[src/rtl/imem_boot_loader.sv]
// -----------------------------------------------------------------------------
// imem_boot_loader
//
// Feeds a program image into the instruction memory of the single-cycle RV32I
// core, and holds the core in reset until the whole image has been written.
//
// Stream format (one byte per beat, beat = rx_valid & rx_ready):
//   N[7:0], N[15:8], then 4*N instruction bytes, least significant byte first.
// Each group of four bytes is packed into one little-endian 32-bit word and
// written to consecutive word addresses starting at 0.
//
// Ports
//   clk          rising-edge clock
//   reset        synchronous, active-high; rx_ready is held low while asserted
//   rx_data      stream byte
//   rx_valid     rx_data is valid
//   rx_ready     loader can accept a byte (header and load phases)
//   imem_we      single-cycle instruction memory write strobe
//   imem_addr    word address of the write (holds when imem_we is low)
//   imem_wdata   instruction word (holds when imem_we is low)
//   cpu_reset    core reset; high until the image is completely loaded
//   load_done    image loaded, core released
//   load_error   header word count larger than IMEM_DEPTH
//   words_loaded number of words written since the last reset
// -----------------------------------------------------------------------------
module imem_boot_loader #(
  parameter int IMEM_DEPTH = 64,
  parameter int ADDR_W     = 6
) (
  input  logic              clk,
  input  logic              reset,
  input  logic [7:0]        rx_data,
  input  logic              rx_valid,
  output logic              rx_ready,
  output logic              imem_we,
  output logic [ADDR_W-1:0] imem_addr,
  output logic [31:0]       imem_wdata,
  output logic              cpu_reset,
  output logic              load_done,
  output logic              load_error,
  output logic [ADDR_W:0]   words_loaded
);

  typedef enum logic [2:0] {
    ST_HDR_LO = 3'd0,
    ST_HDR_HI = 3'd1,
    ST_LOAD   = 3'd2,
    ST_DONE   = 3'd3,
    ST_ERR    = 3'd4
  } state_t;

  localparam logic [15:0] DEPTH_W = 16'(IMEM_DEPTH);

  state_t              state_q, state_d;
  logic [7:0]          n_lo_q, n_lo_d;
  logic [15:0]         n_q, n_d;
  logic [1:0]          byte_idx_q, byte_idx_d;
  // Lanes 0..2 of the word being assembled; lane 3 comes straight from rx_data.
  logic [23:0]         lanes_q, lanes_d;
  // One bit wider than the address so it can reach IMEM_DEPTH without wrapping.
  logic [ADDR_W:0]     word_idx_q, word_idx_d;
  logic                imem_we_q, imem_we_d;
  logic [ADDR_W-1:0]   imem_addr_q, imem_addr_d;
  logic [31:0]         imem_wdata_q, imem_wdata_d;

  logic                active;
  logic                beat;
  logic [15:0]         n_hdr;
  logic                load_complete;

  // The loader only listens in the header and load phases, never in reset.
  assign active   = (state_q == ST_HDR_LO) || (state_q == ST_HDR_HI) ||
                    (state_q == ST_LOAD);
  assign rx_ready = active && !reset;
  assign beat     = rx_valid && rx_ready;
  assign n_hdr    = {rx_data, n_lo_q};

  // The final write is visible this cycle; the FSM leaves LOAD on the next
  // edge, so cpu_reset drops one cycle after the last imem_we.
  assign load_complete = imem_we_q && (16'(word_idx_q) == n_q);

  always_comb begin
    state_d      = state_q;
    n_lo_d       = n_lo_q;
    n_d          = n_q;
    byte_idx_d   = byte_idx_q;
    lanes_d      = lanes_q;
    word_idx_d   = word_idx_q;
    imem_we_d    = 1'b0;
    imem_addr_d  = imem_addr_q;
    imem_wdata_d = imem_wdata_q;

    case (state_q)
      ST_HDR_LO: begin
        if (beat) begin
          n_lo_d  = rx_data;
          state_d = ST_HDR_HI;
        end
      end

      ST_HDR_HI: begin
        if (beat) begin
          n_d        = n_hdr;
          byte_idx_d = 2'd0;
          if (n_hdr == 16'd0) begin
            state_d = ST_DONE;
          end else if (n_hdr > DEPTH_W) begin
            state_d = ST_ERR;
          end else begin
            state_d = ST_LOAD;
          end
        end
      end

      ST_LOAD: begin
        if (load_complete) begin
          // A byte offered in this last cycle is handshaken but belongs to
          // no word of the image, so it is dropped.
          state_d = ST_DONE;
        end else if (beat) begin
          byte_idx_d = byte_idx_q + 2'd1;
          case (byte_idx_q)
            2'd0: lanes_d[7:0]   = rx_data;
            2'd1: lanes_d[15:8]  = rx_data;
            2'd2: lanes_d[23:16] = rx_data;
            2'd3: begin
              imem_we_d    = 1'b1;
              imem_addr_d  = word_idx_q[ADDR_W-1:0];
              imem_wdata_d = {rx_data, lanes_q};
              word_idx_d   = word_idx_q + 1'b1;
            end
            default: ;
          endcase
        end
      end

      ST_DONE: ;
      ST_ERR:  ;
      default: state_d = ST_HDR_LO;
    endcase
  end

  always_ff @(posedge clk) begin
    if (reset) begin
      state_q      <= ST_HDR_LO;
      n_lo_q       <= '0;
      n_q          <= '0;
      byte_idx_q   <= '0;
      lanes_q      <= '0;
      word_idx_q   <= '0;
      imem_we_q    <= 1'b0;
      imem_addr_q  <= '0;
      imem_wdata_q <= '0;
    end else begin
      state_q      <= state_d;
      n_lo_q       <= n_lo_d;
      n_q          <= n_d;
      byte_idx_q   <= byte_idx_d;
      lanes_q      <= lanes_d;
      word_idx_q   <= word_idx_d;
      imem_we_q    <= imem_we_d;
      imem_addr_q  <= imem_addr_d;
      imem_wdata_q <= imem_wdata_d;
    end
  end

  assign imem_we      = imem_we_q;
  assign imem_addr    = imem_addr_q;
  assign imem_wdata   = imem_wdata_q;
  assign cpu_reset    = (state_q != ST_DONE);
  assign load_done    = (state_q == ST_DONE);
  assign load_error   = (state_q == ST_ERR);
  // Every written word advances the word index, so it doubles as the count.
  assign words_loaded = word_idx_q;

endmodule

[config.mk]
export PLATFORM = sky130hd
export DESIGN_NAME = imem_boot_loader
export DESIGN_NICKNAME = d
export VERILOG_FILES = /design/src/rtl/imem_boot_loader.sv
export SDC_FILE = /design/constraint.sdc
export NUM_CORES = 1
export LEC_CHECK = 0
export ABC_AREA = 1
export CORE_UTILIZATION = 55
export CTS_CLUSTER_SIZE = 28
export DETAILED_ROUTE_END_ITERATION = 10
export GPL_ROUTABILITY_DRIVEN = 0
export PLACE_DENSITY = 0.8
export SETUP_SLACK_MARGIN = 0.15
export SLEW_MARGIN = 40
export SYNTH_ARGS = -nofsm -noshare
export SYNTH_HDL_FRONTEND = slang
export SYNTH_SLANG_ARGS = --single-unit
[constraint.sdc]
create_clock -name clk -period 2.2 [get_ports clk]
set_input_delay 0.22 -clock clk [delete_from_list [all_inputs] [get_ports clk]]
set_output_delay 0.22 -clock clk [all_outputs]
set_load 0.02 [all_outputs]
==> Flow_metrics.wiki, run 1 <==
{| class="wikitable"
! Metric !! Value
|-
| Run status || completed
|-
| Synth Cell Area || ~4700 um^2
|-
| Number of instances in the synthesized netlist || 718
|-
| Static leakage || around 2.8 nW
|-
| Detail-routed via count per cell || between 4 and 5
|-
| Clock-pin transition on the worst setup and hold timing paths || 90 ps
|-
| Net count after synthesis || about 730
|-
| Post-layout total power || roughly 3.5 mW
|-
| Share of the cycle needed by the critical path after routing || 90.1%
|-
| Area enclosed by the die boundary || around 8900 um^2
|-
| Pin count of the biggest net entering global routing || slightly below 90
|-
| Async S/R FF share, synth || 0%
|-
| Sum of overflow across all layers after global routing || 0
|-
| Maximum vdd drop || between 500 and 600 uV
|-
| Hold path start || imem_addr[0]
|-
| Met3 track demand over resource in global routing || 4.11%
|-
| Critical Path AT || 1760 ps
|-
| CTS Root Buffer Type || clkbuf_8
|-
| Wire length of the first global-routing pass || 17,000 um
|-
| Worst min-delay path class || flip-flop to flip-flop
|-
| Setup_tns || 0 ps
|-
| Final Hold Slack || roughly 470 ps
|-
| Cell Rows || 33
|-
| Placeable Area || between 8000 and 9000 um^2
|-
| Remaining DRCs || 0
|-
| Max transition margin || slightly below 60%
|-
| Fraction of final layout cells sized beyond drive strength 1 || about 5.7%
|-
| Setup slack at placement || ~290 ps
|-
| Kind of start point of the critical path || flip-flop
|-
| Top_reg_cell synth || dfxtp_1
|-
| Hold Vio Cnt, Final || 0
|-
| Initial core utilization || between 50% and 60%
|-
| Hold endpoint || imem_addr[0]
|-
| Type of destination of the critical path || output pin
|-
| Crit Path Category || flip-flop to output pin
|-
| Max Transition Viols Final || 0
|-
| Length in cells of the worst reg-to-reg path || 12
|-
| DRT antenna net count || 0
|-
| Filler Cells Inserted || between 700 and 800
|-
| Area share of the largest cell type after synthesis || 42.2%
|-
| Endpoint of the most critical register-to-register path || imem_wdata[4]
|-
| Power per cell area || approximately 630 nW/um^2
|-
| Max_cap viols || 0
|-
| Insertion delay to the later sink of the worst-skew pair || ~370 ps
|-
| Count of buffers from port buffering || 60
|-
| Sequential fraction of the synthesis area || 42.2%
|-
| Post-synthesis sequential element count || 99
|-
| Wirelength per Cell || roughly 12 um
|-
| Post-synth top area cell || dfxtp_1
|-
| F_max || 0.504 GHz
|-
| Worst setup skew after layout || 11.2 ps
|-
| Buffer levels on the longest clock path || 2
|-
| Final worst-path setup slack || approximately 220 ps
|-
| Die span in y || about 94 um
|-
| Total CTS buffers || 9
|-
| Net count, final || between 700 and 800
|-
| Yosys warning count || 0
|-
| Initial detailed-routing violation count || approximately 260
|-
| Number of synthesized flops with an enable pin || 0
|-
| Count of vias placed by the detailed router || about 4.3k
|-
| Setup bufs post-CTS || 0
|-
| Number of top-level design ports || 61
|-
| Setup Viol. Count Final || 0
|-
| Required @ worst endpoint || roughly 2000 ps
|-
| Diode insertion count for antenna repair || 0
|-
| Global-route usage over all layers || about 24%
|-
| Most frequent cell after synthesis || nand2_1
|-
| H-tree depth reported by CTS || 3
|-
| Horizontal die dimension || ~94 um
|-
| Area growth from synthesis to final layout || 18.8%
|-
| Clock Sink Count || 99
|-
| Count of unique library cells instantiated by Yosys || 25
|-
| Avg Cell Area, Syn || 6.55 um^2
|-
| Top area cells in the synthesized netlist || dfxtp_1, nand2_1, inv_1
|-
| Count of hold-fix buffers inserted at cts || 0
|-
| Worst reg-to-reg setup slack || 360 ps
|-
| Total Wirelength || around 10,000 um
|-
| Via count of the first global-routing pass || 3,875
|-
| Number of iterations in the first detailed-routing pass || 4
|-
| Reg-to-Reg Start || words_loaded[3]
|-
| Total half-perimeter wirelength after legalization and detailed placement || 6810 um
|-
| Most numerous cell types in the synthesized netlist || nand2_1, inv_1, nor2_1
|-
| Met1 track utilization from global routing || roughly 30%
|-
| Transition at the pin with the smallest max-transition slack || between 600 and 700 ps
|-
| Met2 demand-to-capacity share in global routing || approximately two fifths
|-
| Final min period || between 1500 and 2000 ps
|-
| TritonCTS clock tree || yes
|-
| Most utilized layer in the global route result || met2
|-
| Largest driver fanout on the critical path || 8
|-
| Initial antenna violation count || 0
|-
| Hold Path Stages || 2
|-
| RSZ-0062 raised after global routing || no
|}
==> critical path: stages (launching register included) <==
cell,delay (ps)
dfxtp_1,430
inv_2,90
nor3_4,170
inv_4,130
a31oi_1,210
dlygate4sd2_1,360
==> flip-flops by register name, summed over array words and instances, names as in the netlist <==
register	flops
imem_wdata	32
lanes_q	24
n_q	16
n_lo_q	8
words_loaded	7
imem_addr	6
state_q	3
byte_idx_q	2
imem_we	1
==> where the power goes <==
| group | internal [mW] | total, mW | switching (mW) |
|---|---|---|---|
| Clock | 0.447 | 1.08 | 0.637 |
| Combinational | 0.180 | 0.530 | 0.350 |
| Sequential | 1.86 | 1.93 | 0.0638 |
| Total | 2.49 | 3.54 | 1.05 |
==> cell families after synthesis <==
kind of cell    synth area share (%)
buf+inv                         14.3
simple gates                    34.7
compound gates                  6.60
flops                           42.2
fa+ha+maj                       1.33
xor+xnor                       0.932
==> layout make-up <==
| class | instances | area, um^2 | area share [%] |
|---|---|---|---|
| multi-input cells | 449 | 2050 | 36.6 |
| clock buffers | 11 | 141 | 2.53 |
| well taps | 105 | 131 | 2.35 |
| inverters | 141 | 532 | 9.52 |
| clock inverters | 5 | 35.0 | 0.627 |
| repair buffers | 71 | 716 | 12.8 |
| flip-flops and latches | 99 | 1980 | 35.5 |
==> worst max-delay path by stage <==
stage | start | endpoint | slack (ps) | depth (start not counted)
3_5_place_dp | reset | imem_wdata[19] | 290 | 9
3_3_place_gp | state_q[0] | rx_ready | 340 | 5
5_1_grt | state_q[1] | rx_ready | 150 | 5
4_1_cts | state_q[0] | rx_ready | 180 | 5
2_1_floorplan | words_loaded[3] | imem_addr[4] | 480 | 13
6_report | state_q[1] | rx_ready | 220 | 5
==> through the flow <==
step	util, %	instances	instance area, um^2
floorplan	-	718	4700
global placement	65.1	864	5380
global route	67.6	881	5590
detailed placement	65.1	864	5380
finish	67.6	881	5590
CTS	67.3	880	5550
==> layer usage <==
layer / up-vias / wire [um]
met3: 25 / 414
li1: 2261 / -
met1: 1884 / 4850
met4: 0 / 275
met2: 105 / 4800
met5: - / 0
==> placed cells by master (no fill, tap or decap), drive strengths merged <==
cell and instances:
inv 143, clkdlybuf4s50 59, dfxtp 99, xor2 5, nand2 187, clkinv 2
o21ai 23, nor3 6, nand4 32, dlygate4sd2 1, nor2 133, clkbuf 12
clkinvlp 1, a21oi 35, o21bai 1, ha 5, buf 10, nand3 20
a31oi 2
==> timing repair <==
action | in CTS | in global routing
pin swaps | 0 | 1
resized for setup | 1 | 2
cloned | 0 | 1
setup endpoints to repair | 1 | 44
Note: power is estimated with default switching activity, not from simulation.
==> inputs of run 2 (changes only) <==
--- a/config.mk
+++ b/config.mk
@@ -10,6 +10,7 @@
 export CTS_CLUSTER_SIZE = 28
 export DETAILED_ROUTE_END_ITERATION = 10
 export GPL_ROUTABILITY_DRIVEN = 0
+export GPL_TIMING_DRIVEN = 0
 export PLACE_DENSITY = 0.8
 export SETUP_SLACK_MARGIN = 0.15
 export SLEW_MARGIN = 40
==> run 2 against run 1 <==
Effect of this change:
- clock-buffer cell count stayed put
- sequential share of layout area down 0.37 points
- routed wire length is 5.2% higher
- power decreased by 1.2%
- first-iteration DRC count is 14% higher
- register-to-register slack worse by 80 ps
- non-clock buffer count increased by 22
- die area stayed put
- via count grew 2.9%
- clock power decreased by 6%
- critical path depth up 2
- clock skew is 2.4 ps lower
- critical path type is now primary input to flip-flop
- critical endpoint is now n_q[9]
- highest routed layer unchanged
==> Flow_metrics.wiki, run 2 (synthesis gave the netlist of run 1 again) <==
{| class="wikitable"
! Metric !! Value
|-
| Final Hold Slack || 477 ps (+3.92 ps)
|-
| Worst setup skew after layout || 8.82 ps (-2.43 ps)
|-
| Via count of the first global-routing pass || 3,921 (+1.2%)
|-
| Length of routed met3 wiring || 531 um (+28%)
|-
| Total Wirelength || 10,900 um (+5.2%)
|-
| Crit Path Category || primary input to flip-flop
|-
| Critical Path AT || 2250 ps (+490 ps)
|-
| Kind of start point of the critical path || primary input
|-
| F_max || 0.509 GHz (+0.92%)
|-
| Detail-routed via count per cell || 4.88 (+0.55%)
|-
| Max Transition Viols Final || 0 (unchanged)
|-
| Final worst-path setup slack || 235 ps (+18.0 ps)
|-
| Count of hold-fix buffers inserted at cts || 0 (unchanged)
|-
| Max_cap viols || 0 (unchanged)
|-
| Count of vias placed by the detailed router || 4,401 (+2.9%)
|-
| Area of the multi-input gates || 2070 um^2 (+0.98%)
|-
| Insertion delay to the later sink of the worst-skew pair || 350 ps (-20 ps)
|-
| Static leakage || 2.81 nW (+0.59%)
|-
| Share of the cycle needed by the critical path after routing || 89.3% (-0.82 points)
|-
| Placeable Area || 8260 um^2 (unchanged)
|-
| Wire length of the first global-routing pass || 17,700 um (+4.4%)
|-
| Post-Route M1 WL || 5070 um (+4.6%)
|-
| CTS Root Buffer Type || clkbuf_8
|-
| Global-route usage over all layers || 25.5% (+1.2 points)
|-
| H-tree depth reported by CTS || 3 (unchanged)
|-
| Area enclosed by the die boundary || 8920 um^2 (unchanged)
|-
| Buffer levels on the longest clock path || 2 (unchanged)
|-
| Setup slack at placement || -153 ps (-443 ps)
|-
| Clock Sink Count || 99 (unchanged)
|-
| Worst min-delay path class || flip-flop to flip-flop
|-
| RSZ-0062 raised after global routing || no
|-
| Initial antenna violation count || 0 (unchanged)
|-
| Most common library cell in the layout ignoring fill and taps || nand2_1
|-
| Horizontal die dimension || 94.4 um (unchanged)
|-
| Area growth from synthesis to final layout || 20.3%
|-
| Number of iterations in the first detailed-routing pass || 5 (+1)
|-
| Power per cell area || 619 nW/um^2 (-2.3%)
|-
| Die span in y || 94.4 um (unchanged)
|-
| Total half-perimeter wirelength after legalization and detailed placement || 8000 um (+17%)
|-
| Count of buffers from port buffering || 60 (unchanged)
|-
| Final min period || 1970 ps (-18.0 ps)
|-
| Sequential cell area || 1990 um^2 (+0.13%)
|-
| Diode insertion count for antenna repair || 0 (unchanged)
|-
| Transition at the pin with the smallest max-transition slack || 506 ps (-99.4 ps)
|-
| Clock-pin transition on the worst setup and hold timing paths || 90 ps (about the same)
|-
| Type of destination of the critical path || flip-flop
|-
| Fraction of final layout cells sized beyond drive strength 1 || 7.03% (+1.4 points)
|-
| Setup Viol. Count Final || 0 (unchanged)
|-
| TritonCTS clock tree || yes
|-
| Hold Vio Cnt, Final || 0 (unchanged)
|-
| Sum of overflow across all layers after global routing || 0 (unchanged)
|-
| Total met2 wirelength after detailed routing || 5070 um (+5.6%)
|-
| DRT antenna net count || 0 (unchanged)
|-
| Remaining DRCs || 0 (unchanged)
|-
| Topmost layer with routed signal wires || met4
|-
| Total CTS buffers || 9 (unchanged)
|-
| Wirelength per Cell || 12.1 um (+2.7%)
|-
| Largest driver fanout on the critical path || 10 (+2)
|-
| Max transition margin || 66.3% (+6.6 points)
|-
| Most frequent cells in the layout || nand2_1, inv_1, nor2_1
|-
| Pin count of the biggest net entering global routing || 16 (-82%)
|-
| Max FFs per register || 32 (unchanged)
|-
| Run status || completed
|-
| Initial core utilization || 56.9% (unchanged)
|-
| Required @ worst endpoint || 2490 ps (+510 ps)
|-
| Cell Rows || 33 (unchanged)
|-
| Maximum vdd drop || 398 uV (-25%)
|-
| Net count, final || 809 (+2.8%)
|-
| Number of top-level design ports || 61 (unchanged)
|-
| Filler Cells Inserted || 720 (-5.4%)
|-
| Initial detailed-routing violation count || 300 (+14%)
|-
| Post-layout total power || 3.50 mW (-1.2%)
|}
==> run 2: cell count changes in the layout (fill, tap and decap cells not counted), moves of 2 or more <==
| cell | change |
|---|---|
| clkbuf_1 | +13 |
| dfxtp_1 | -2 |
| clkbuf_4 | +2 |
| buf_2 | +6 |
| inv_6 | -2 |
| clkbuf_2 | +4 |
| dfxtp_2 | +2 |
==> run 2: per-layer routing <==
metal / up-vias / GRT usage [%]
li1: 2304 / -
met5: - / 0
met1: 1962 / 32.9
met4: 0 / 10.5
met3: 19 / 4.27
met2: 116 / 42.0
==> run 2: worst paths after layout <==
path	from	endpoint	slack [ps]	depth (start not counted)
min	imem_addr[0]	imem_addr[0]	480	2
max reg2reg	words_loaded[2]	words_loaded[1]	280	13
max	reset	n_q[9]	230	7
min reg2reg	imem_addr[0]	imem_addr[0]	480	2
==> run 2: cell type report <==
cell class | instances | share of cell area [%]
clock inverters | 4 | 0.509
flip-flops and latches | 99 | 35.2
plain buffers | 29 | 2.66
multi-input cells | 449 | 36.6
well taps | 105 | 2.32
inverters | 141 | 9.41
clock buffers | 11 | 2.32
repair buffers | 64 | 11.1
==> run 2: worst max-delay path: stages <==
cell and delay [ps]:
clkdlybuf4s50_1 470, inv_2 230, nand4_1 280, nor2_1 340, clkbuf_1 370, o21ai_0 180
a21oi_1 160
==> run 2: per-stage QoR <==
step / cell area, um^2 / util [%] / setup TNS (ps) / std cells
floorplan: 4700 / - / 0 / 718
global placement: 5430 / 65.8 / -2900 / 883
detailed placement: 5430 / 65.8 / -5290 / 883
CTS: 5600 / 67.8 / 0 / 899
global route: 5650 / 68.4 / 0 / 902
finish: 5650 / 68.4 / 0 / 902
==> run 2: where the power goes <==
part	switching, mW	internal (mW)	total (mW)	leakage (nW)
clock	0.615	0.407	1.02	0.0754
sequential	0.0637	1.86	1.92	0.801
combinational	0.372	0.181	0.553	1.94
==> run 2: what timing repair did <==
action                     4_1_cts  5_1_grt
cloned                           0        0
setup buffers                    1        3
resized for setup                1       22
pin swaps                        1        0
setup endpoints to repair        1       56
==> inputs of run 3 (changes only) <==
--- a/config.mk
+++ b/config.mk
@@ -6,12 +6,13 @@
 export NUM_CORES = 1
 export LEC_CHECK = 0
 export ABC_AREA = 1
-export CORE_UTILIZATION = 55
+export CORE_MARGIN = 5
+export CORE_UTILIZATION = 50
 export CTS_CLUSTER_SIZE = 28
 export DETAILED_ROUTE_END_ITERATION = 10
 export GPL_ROUTABILITY_DRIVEN = 0
 export GPL_TIMING_DRIVEN = 0
-export PLACE_DENSITY = 0.8
+export PLACE_DENSITY = 0.73
 export SETUP_SLACK_MARGIN = 0.15
 export SLEW_MARGIN = 40
 export SYNTH_ARGS = -nofsm -noshare
==> run 3 against run 2 <==
Effect of this change:
- clock-buffer cell count down 1
- via count down 1.3%
- largest cell class unchanged
- power up 9.3%
- highest routed layer unchanged
- clock power up 32%
- sequential share of layout area down 0.36 points
- worst hold slack about the same
- cell area up 0.97%
- utilization down 6.4 points
- sequential power about the same
- critical path depth down 4
- clock skew up 3.8 ps
==> Flow_metrics.wiki, run 3 (synthesis gave the netlist of run 1 again) <==
{| class="wikitable"
! Metric !! Value
|-
| Max_cap viols || 0 (unchanged)
|-
| Kind of start point of the critical path || flip-flop
|-
| Power per cell area || 670 nW/um^2 (+8.2%)
|-
| Worst setup skew after layout || 12.6 ps (+3.81 ps)
|-
| Setup_tns || 0 ps (unchanged)
|-
| Count of hold-fix buffers inserted at cts || 0 (unchanged)
|-
| Family with the most delay on the worst path || buffers and inverters
|-
| Maximum vdd drop || 390 uV (-1.9%)
|-
| Area enclosed by the die boundary || 11,400 um^2 (+28%)
|-
| Run status || completed
|-
| Slowest Stage Delay on Critical Path || 610 ps (+140 ps)
|-
| Horizontal die dimension || 107 um (+13%)
|-
| Total Wirelength || 11,000 um (+1.4%)
|-
| Area growth from synthesis to final layout || 21.4%
|-
| Most common library cell in the layout ignoring fill and taps || nand2_1
|-
| Clock Sink Count || 99 (unchanged)
|-
| Final worst-path setup slack || 233 ps (-1.84 ps)
|-
| Final min period || 1970 ps (+1.84 ps)
|-
| Sum of overflow across all layers after global routing || 0 (unchanged)
|-
| Insertion delay to the later sink of the worst-skew pair || 370 ps (+20 ps)
|-
| Crit Path Category || flip-flop to output pin
|-
| Global-route usage over all layers || 20.0% (-5.4 points)
|-
| Post-layout total power || 3.82 mW (+9.3%)
|-
| Pin count of the biggest net entering global routing || 18 (+2)
|-
| DRT antenna net count || 0 (unchanged)
|-
| Initial core utilization || 51.1% (-5.8 points)
|-
| Required @ worst endpoint || 1980 ps (-510 ps)
|-
| Die span in y || 107 um (+13%)
|-
| H-tree depth reported by CTS || 3 (unchanged)
|-
| List of cells traversed by the critical path || nand3_1 > inv_1 > clkdlybuf4s50_1
|-
| Via count of the first global-routing pass || 4,119 (+5.0%)
|-
| Setup slack at placement || -178 ps (-24.3 ps)
|-
| Largest driver fanout on the critical path || 6 (-4)
|-
| Net count, final || 806 (-0.37%)
|-
| Max Transition Viols Final || 0 (unchanged)
|-
| F_max || 0.508 GHz (about the same)
|-
| Wirelength per Cell || 12.2 um (+0.97%)
|-
| TritonCTS clock tree || yes
|-
| Wire length of the first global-routing pass || 18,800 um (+6.0%)
|-
| Detail-routed via count per cell || 4.80 (-1.7%)
|-
| Max transition margin || 59.8% (-6.5 points)
|-
| Clock-pin transition on the worst setup and hold timing paths || 100 ps (about the same)
|-
| Number of top-level design ports || 61 (unchanged)
|-
| Share of the cycle needed by the critical path after routing || 89.4% (about the same)
|-
| Endpoint of the most critical register-to-register path || lanes_q[19]
|-
| Worst reg-to-reg setup slack || 290 ps (about the same)
|-
| Hold Path Stages || 2 (unchanged)
|-
| Critical Path AT || 1750 ps (-500 ps)
|-
| Count of vias placed by the detailed router || 4,345 (-1.3%)
|-
| CTS Root Buffer Type || clkbuf_8
|-
| Transition at the pin with the smallest max-transition slack || 604 ps (+97.8 ps)
|-
| Diode insertion count for antenna repair || 0 (unchanged)
|-
| Worst min-delay path class || flip-flop to flip-flop
|-
| Remaining DRCs || 0 (unchanged)
|-
| Count of buffers from port buffering || 60 (unchanged)
|-
| Setup Viol. Count Final || 0 (unchanged)
|-
| Hold path start || imem_addr[0]
|-
| Cell Rows || 35 (+6.1%)
|-
| Filler Cells Inserted || 871 (+21%)
|-
| Static leakage || 2.84 nW (+0.93%)
|-
| Buffer levels on the longest clock path || 2 (unchanged)
|-
| Total half-perimeter wirelength after legalization and detailed placement || 8160 um (+2.1%)
|-
| Number of iterations in the first detailed-routing pass || 5 (unchanged)
|-
| Initial antenna violation count || 0 (unchanged)
|-
| Length in cells of the worst reg-to-reg path || 8 (-5)
|-
| Total CTS buffers || 9 (unchanged)
|-
| Hold endpoint || imem_addr[0]
|-
| Reg-to-Reg Start || state_q[2]
|-
| Placeable Area || 9200 um^2 (+11%)
|-
| Library cell contributing the largest single delay on the critical path || clkdlybuf4s50_1
|-
| Hold Vio Cnt, Final || 0 (unchanged)
|-
| Most frequent cells in the layout || nand2_1, inv_1, nor2_1
|-
| Max FFs per register || 32 (unchanged)
|-
| RSZ-0062 raised after global routing || yes
|-
| CP Buf/Inv Count || 2 (-1)
|-
| Initial detailed-routing violation count || 207 (-31%)
|-
| Type of destination of the critical path || output pin
|-
| Fraction of final layout cells sized beyond drive strength 1 || 6.79% (-0.23 points)
|}
## run 3: cell count changes in the layout (fill, tap and decap cells not counted)
| cell | change |
|---|---|
| clkbuf_1 | -1 |
| dfxtp_1 | +1 |
| dfxtp_2 | -1 |
| inv_6 | +3 |
| clkbuf_8 | +1 |
| bufinv_16 | +2 |
| clkinv_2 | -1 |
| clkinvlp_4 | -2 |
| buf_2 | -1 |
| buf_4 | -3 |
## run 3: worst min-delay path, cell delays in order, from the launching register on
cell,delay (ps)
dfxtp_1,330
nand2_1,60
a21oi_1,50
## run 3: through the flow
step / util (%) / instances / hold slack, ps / cell area (um^2)
3_3_place_gp: 59.1 / 889 / 451 / 5440
2_1_floorplan: - / 718 / 355 / 4700
4_1_cts: 61.7 / 906 / 478 / 5680
3_5_place_dp: 59.1 / 889 / 459 / 5440
5_1_grt: 62.1 / 906 / 508 / 5710
6_report: 62.1 / 906 / 477 / 5710
## run 3: worst max path at each step
stage	startpoint	to	cells past startpoint
after detailed placement	reset	imem_wdata[31]	9
after floorplan	words_loaded[3]	imem_addr[4]	13
final	state_q[2]	load_error	3
after global routing	words_loaded[4]	imem_wdata[30]	13
after global placement	reset	imem_wdata[1]	9
after CTS	state_q[1]	rx_ready	5
## run 3: cell type report
class                      instances  area [um^2]  share of cell area [%]
buffer                            29          149                    2.61
clock inverter                     6         95.1                    1.67
clock buffer                      10          138                    2.41
multi-input combinational        449         2070                    36.2
sequential                        99         1990                    34.8
tap                              111          139                    2.43
inverter                         141          532                    9.32
timing repair buffer              61          603                    10.6
## run 3: repair_timing
action,CTS,global route
pin swaps,1,0
endpoints found under the hold margin,0,0
setup buffers,1,0
endpoints found under the setup margin,1,63
resized for setup,1,18
## run 3: routing by layer
| layer | global-route usage [%] | up-vias | share of wire (%) |
|---|---|---|---|
| met5 | 0 | - | 0 |
| met4 | 5.57 | 0 | 1.2 |
| met3 | 4.03 | 15 | 6.2 |
| met2 | 33.9 | 119 | 46 |
| met1 | 26.0 | 1901 | 47 |
| li1 | - | 2310 | - |
## run 3: where the power goes
group          total [mW]  leakage, nW  switching (mW)  internal (mW)
clock network        1.35        0.118           0.662          0.686
logic               0.551         1.92           0.371          0.180
registers            1.93        0.801          0.0640           1.86
